===== src/rtl/fifo_stream_adapter.sv =====
// fifo_stream_adapter: valid/ready flow-control wrapper around a flag-less
// synchronous FIFO with 1-cycle registered read latency. Tracks FIFO
// occupancy, issues safe write/read strobes and hides the read latency
// behind a 2-entry ordered output buffer.
//
// Optional build macro: FIFO_ADAPT_STATS_EN adds peak_level and stall_cnt.
module fifo_stream_adapter #(
    parameter int DATA_LEN   = 8,
    parameter int DEPTH      = 8,
    parameter int ADDR_WIDTH = 3,
    parameter int CNT_WIDTH  = ADDR_WIDTH + 1
) (
    input  logic                 clk,
    input  logic                 sys_rst_n,
    input  logic                 in_valid,
    output logic                 in_ready,
    input  logic [DATA_LEN-1:0]  in_data,
    output logic                 fifo_wr_en,
    output logic [DATA_LEN-1:0]  fifo_wr_data,
    output logic                 fifo_rd_en,
    input  logic [DATA_LEN-1:0]  fifo_rd_data,
    output logic                 out_valid,
    input  logic                 out_ready,
    output logic [DATA_LEN-1:0]  out_data,
`ifdef FIFO_ADAPT_STATS_EN
    output logic [CNT_WIDTH-1:0] peak_level,
    output logic [15:0]          stall_cnt,
`endif
    output logic [CNT_WIDTH-1:0] level
);

    localparam logic [CNT_WIDTH-1:0] FULL_LEVEL = CNT_WIDTH'(DEPTH);

    logic                rd_pend;     // a read was issued last cycle; data arrives now
    logic [1:0]          buf_cnt;     // output buffer occupancy, 0..2
    logic [DATA_LEN-1:0] buf_head;    // oldest buffered word (0 when empty)
    logic [DATA_LEN-1:0] buf_tail;    // second word (0 unless buf_cnt == 2)

    logic                pop;
    logic [1:0]          committed;   // buffer slots spoken for after this cycle's pop
    logic [1:0]          buf_cnt_nxt;
    logic [DATA_LEN-1:0] head_nxt;
    logic [DATA_LEN-1:0] tail_nxt;

    // Writing at full is refused even when a read is issued in the same
    // cycle: at full the FIFO's read and write addresses coincide and its
    // bypass would hand back the new word instead of the oldest one.
    assign in_ready     = (level != FULL_LEVEL);
    assign fifo_wr_en   = in_valid & in_ready;
    assign fifo_wr_data = in_data;

    assign out_valid = (buf_cnt != 2'd0);
    assign out_data  = buf_head;
    assign pop       = out_valid & out_ready;

    // A read in flight already owns a buffer slot, so count it alongside
    // the stored words; never read an empty FIFO (keeps the bypass unused).
    assign committed  = buf_cnt + {1'b0, rd_pend} - {1'b0, pop};
    assign fifo_rd_en = (level != '0) && (committed < 2'd2);

    // Next state of the ordered two-entry output queue.
    always_comb begin
        // NOTE: every signal gets a default first so no path leaves it unassigned (no latch).
        head_nxt    = buf_head;
        tail_nxt    = buf_tail;
        buf_cnt_nxt = buf_cnt;
        case ({rd_pend, pop})
            2'b10: begin
                if (buf_cnt == 2'd0) head_nxt = fifo_rd_data;
                else                 tail_nxt = fifo_rd_data;
                buf_cnt_nxt = buf_cnt + 2'd1;
            end
            2'b01: begin
                head_nxt    = buf_tail;
                tail_nxt    = '0;
                buf_cnt_nxt = buf_cnt - 2'd1;
            end
            2'b11: begin
                // Pop and push together: count unchanged, order preserved.
                if (buf_cnt == 2'd2) begin
                    head_nxt = buf_tail;
                    tail_nxt = fifo_rd_data;
                end else begin
                    head_nxt = fifo_rd_data;
                end
            end
            default: ;
        endcase
    end

    // Occupancy, read-pending flag and output buffer registers.
    always_ff @(posedge clk or negedge sys_rst_n) begin
        if (!sys_rst_n) begin
            // NOTE: the buffer data registers are reset too, because out_data must read 0 when empty.
            level    <= '0;
            rd_pend  <= 1'b0;
            buf_cnt  <= 2'd0;
            buf_head <= '0;
            buf_tail <= '0;
        end else begin
            // NOTE: non-blocking assignments so every register samples pre-edge values.
            level    <= level + CNT_WIDTH'(fifo_wr_en) - CNT_WIDTH'(fifo_rd_en);
            rd_pend  <= fifo_rd_en;
            buf_cnt  <= buf_cnt_nxt;
            buf_head <= head_nxt;
            buf_tail <= tail_nxt;
        end
    end

`ifdef FIFO_ADAPT_STATS_EN
    // High-water mark of the registered level and saturating stall counter.
    always_ff @(posedge clk or negedge sys_rst_n) begin
        if (!sys_rst_n) begin
            peak_level <= '0;
            stall_cnt  <= '0;
        end else begin
            if (level > peak_level) peak_level <= level;
            if (in_valid && !in_ready && (stall_cnt != 16'hFFFF)) stall_cnt <= stall_cnt + 16'd1;
        end
    end
`endif

endmodule


===== config.mk =====
export PLATFORM = sky130hd
export DESIGN_NAME = fifo_stream_adapter
export DESIGN_NICKNAME = d
export VERILOG_FILES = /design/src/rtl/fifo_stream_adapter.sv
export SDC_FILE = /design/constraint.sdc
export NUM_CORES = 1
export LEC_CHECK = 0
export CORE_UTILIZATION = 32
export CTS_CLUSTER_SIZE = 25
export DETAILED_ROUTE_END_ITERATION = 8
export SLEW_MARGIN = 20
export SYNTH_ARGS = -nofsm -noshare
export SYNTH_HDL_FRONTEND = slang
export SYNTH_SLANG_ARGS = --single-unit

===== constraint.sdc =====
create_clock -name clk -period 3.2 [get_ports clk]
set_input_delay 0.32 -clock clk [delete_from_list [all_inputs] [get_ports clk]]
set_output_delay 0.32 -clock clk [all_outputs]
set_load 0.005 [all_outputs]

==> metrics.md <==
| Metric | Value |
|---|---|
| HP Class | `in2async` |
| H-tree depth | `1` |
| PnR worst setup slack | `roughly 820 ps` |
| Max-cap viol count | `0` |
| Clock Power Share | `approximately 10%` |
| Input/output buffers | `27` |
| Post-CTS Setup Inserts | `0` |
| Die width | `~70 um` |
| Max-slew violation count | `0` |
| DRT antenna net count | `0` |
| Kind of critical path | `reg2reg` |
| Number of CTS-inserted buffers | `3` |
| Skew final | `~19 ps` |
| Drt first pass iters | `6` |
| Reg2reg setup slack | `around 820 ps` |
| Footprint of the multi-input gates | `743 sq um` |
| Post-CTS resize count | `0` |
| Clock Tree Root | `clkbuf_8` |
| Async set-reset flop share out of synthesis | `between 90% and 100%` |
| CP required | `around 3400 ps` |
| RSZ-0062 raised after global routing | `false` |
| Hold bufs inserted after CTS | `0` |
| Avg WL per Cell | `approximately 17 um` |
| Tot GR Track Use | `14.6%` |
| Drt via density | `between 5 and 6` |
| Routed Wire Length | `3540 um` |
| Yosys warning count | `0` |
| Switching Share | `between 40% and 50%` |
| Ant diodes | `0` |
| Synth top area cells | `dfrtp_1, mux2i_1, o221a_1` |
| Clk_lat worst skew | `270 ps` |
| CTS clk-pin slew, worst paths | `about 100 ps` |
| Initial antenna violation count | `0` |
| Post-layout min period | `around 2400 ps` |
| Pre-CTS setup slack | `602 ps` |
| Outcome | `finished, violations left` |
| Fillers | `~440` |
| Final Setup Violations | `0` |
| Flop pwr share | `a little under a third` |
| Drt drc | `8` |
| TritonCTS clock tree | `done` |
| Final Hold Fails | `0` |
| Lkg Pwr | `~0.82 nW` |
| Final period util | `roughly three quarters` |
| DRT iter0 DRCs | `~110` |
| Sequential area share after synthesis | `38.3%` |
| Worst Max-Slew Pin Slew | `~690 ps` |
| Post-synth EDFFs | `0` |
| Nets | `188` |
| Yosys reg bits | `23` |
| CP Capture Type | `register` |
| RD Place Congestion | `around 0.75` |
| First-pass GRT wire length | `about 5600 um` |
| Number of I/O pins | `44` |
| Layout area overhead | `18.6%` |
| Post-Syn Instances | `144` |
| CORE AREA | `4440 sq um` |
| Clk buf depth | `2` |
| Critical Path AT | `2540 ps` |
| CP startpoint kind | `register` |
| Pint | `roughly 0.0011 W` |
| Routed vias | `around 1200` |
| PwrDens | `~1100 nW/um^2` |
| Mapped Nets | `roughly 170` |
| Crit path from | `buf_cnt[1]` |
| Failing checks | `design-rule violations` |
| Layout cells sized above 1 | `between 6 and 7%` |
| Yosys top cell area share | `between 30% and 40%` |
| Initial Util | `between 30 and 40%` |
| Vias in the first global route | `1181` |
| Dpl hpwl | `2320 um` |
| R2R Path End | `level[1]` |
| Mapped Area | `roughly 1500 sq um` |
| Setup TNS | `0 ps` |
| Library cells used by synthesis | `31` |
| Die ar. | `roughly 5000 sq um` |
| Max VDD drop | `428 uV` |
| Rows | `24` |
| Switching pwr | `0.000752 W` |
| FMAX | `approximately 420 MHz` |
| Ys flop type | `dfrtp_1` |
| Largest net degree at the start of global routing | `24` |
| Sequential cell area | `576 sq um` |
| R2R Path Start | `buf_cnt[1]` |
| Combinational power share | `between 50% and 60%` |
| Global route overflow | `0` |
| Area leader, netlist | `dfrtp_1` |
| Crit Path Max Fanout | `15` |
| Total clock sinks | `23` |
| Synthesized area per cell | `around 10 sq um` |
| Chip height | `70.5 um` |
| Rel. slew slack | `53.7%` |
| Reg2Reg Depth | `8` |
[cells by family after synthesis]
family | share of synthesized area [%]
AOI/OAI and AO/OA | 23.0
xor gates and xnor gates | 1.75
adders and majority gates | 6.33
buffers and inverters | 12.2
DFF | 38.3
muxes | 11.3
and+or+nand+nor | 7.08
[cell type report]
| cell class | instances | area share [%] |
|---|---|---|
| Clock buffer | 3 | 2.32 |
| Clock inverter | 1 | 0.281 |
| Timing Repair Buffer | 30 | 16.2 |
| Sequential cell | 23 | 32.3 |
| Tap cell | 52 | 3.65 |
| Inverter | 17 | 3.58 |
| Multi-Input combinational cell | 86 | 41.7 |
[worst max path at each step]
stage / end / slack [ps] / cells past startpoint
finish: level[1] / 820 / 8
CTS: level[2] / 820 / 8
detailed placement: level[2] / 600 / 10
floorplan: level[2] / 950 / 10
global placement: level[2] / 670 / 10
global route: level[1] / 710 / 8
[per-stage QoR]
stage	hold WS (ps)	total power (W)	instance area, sq um	instances	utilization, %
2_1_floorplan	24.4	0.00132	1500	144	-
3_3_place_gp	517	0.00164	1740	208	39.2
3_5_place_dp	531	0.00170	1740	208	39.2
4_1_cts	551	0.00189	1790	212	40.2
5_1_grt	54.4	0.00203	1780	212	40.1
6_report	13.3	0.00188	1780	212	40.1
[cell usage in the layout (no fill, tap or decap), types with 6 or more instances in the layout]
| cell type | Yosys | layout |
|---|---|---|
| clkdlybuf4s50_1 | 0 | 26 |
| dfrtp_1 | 23 | 23 |
| mux2i_1 | 17 | 17 |
| inv_1 | 16 | 16 |
| nand2_1 | 10 | 10 |
| a21o_1 | 9 | 9 |
| a32o_1 | 8 | 8 |
| a32oi_1 | 8 | 8 |
| o221a_1 | 8 | 8 |
| ha_1 | 6 | 6 |
[critical path: stages (launching register included)]
cell and delay (ps):
dfrtp_1 670, a21oi_1 160, o31a_1 370, ha_1 300, inv_1 60, ha_1 150
inv_1 60, fa_1 490, inv_1 40
[state kept, by name (all words and copies together) (netlist names)]
register	flops
buf_cnt	2
buf_tail	8
level	4
out_data	8
rd_pend	1
[per-layer routing]
layer  GRT usage, %  wire length (um)
met2           26.5              1780
met1           16.8              1530
met5              0                 0
met3           4.18               211
met4           3.63                16
[power groups by stage]
stage / Sequential, W / Combinational [W] / Clock, W
final: 0.000592 / 0.00110 / 0.000187
after global routing: 0.000614 / 0.00121 / 0.000202
after CTS: 0.000592 / 0.00111 / 0.000191
after detailed placement: 0.000597 / 0.00110 / 0
after global placement: 0.000586 / 0.00105 / 0
after floorplan: 0.000565 / 0.000756 / 0
[cells in the mapped netlist (2+ instances only)]
library cell   n
a21o_1         9
a21oi_1        3
a32o_1         8
a32oi_1        8
and2_1         2
buf_2          3
buf_4         11
clkbuf_1       2
dfrtp_1       23
ha_1           6
inv_1         16
mux2i_1       17
nand2_1       10
o221a_1        8
xnor2_1        2
(Power assumes the default switching activity.)
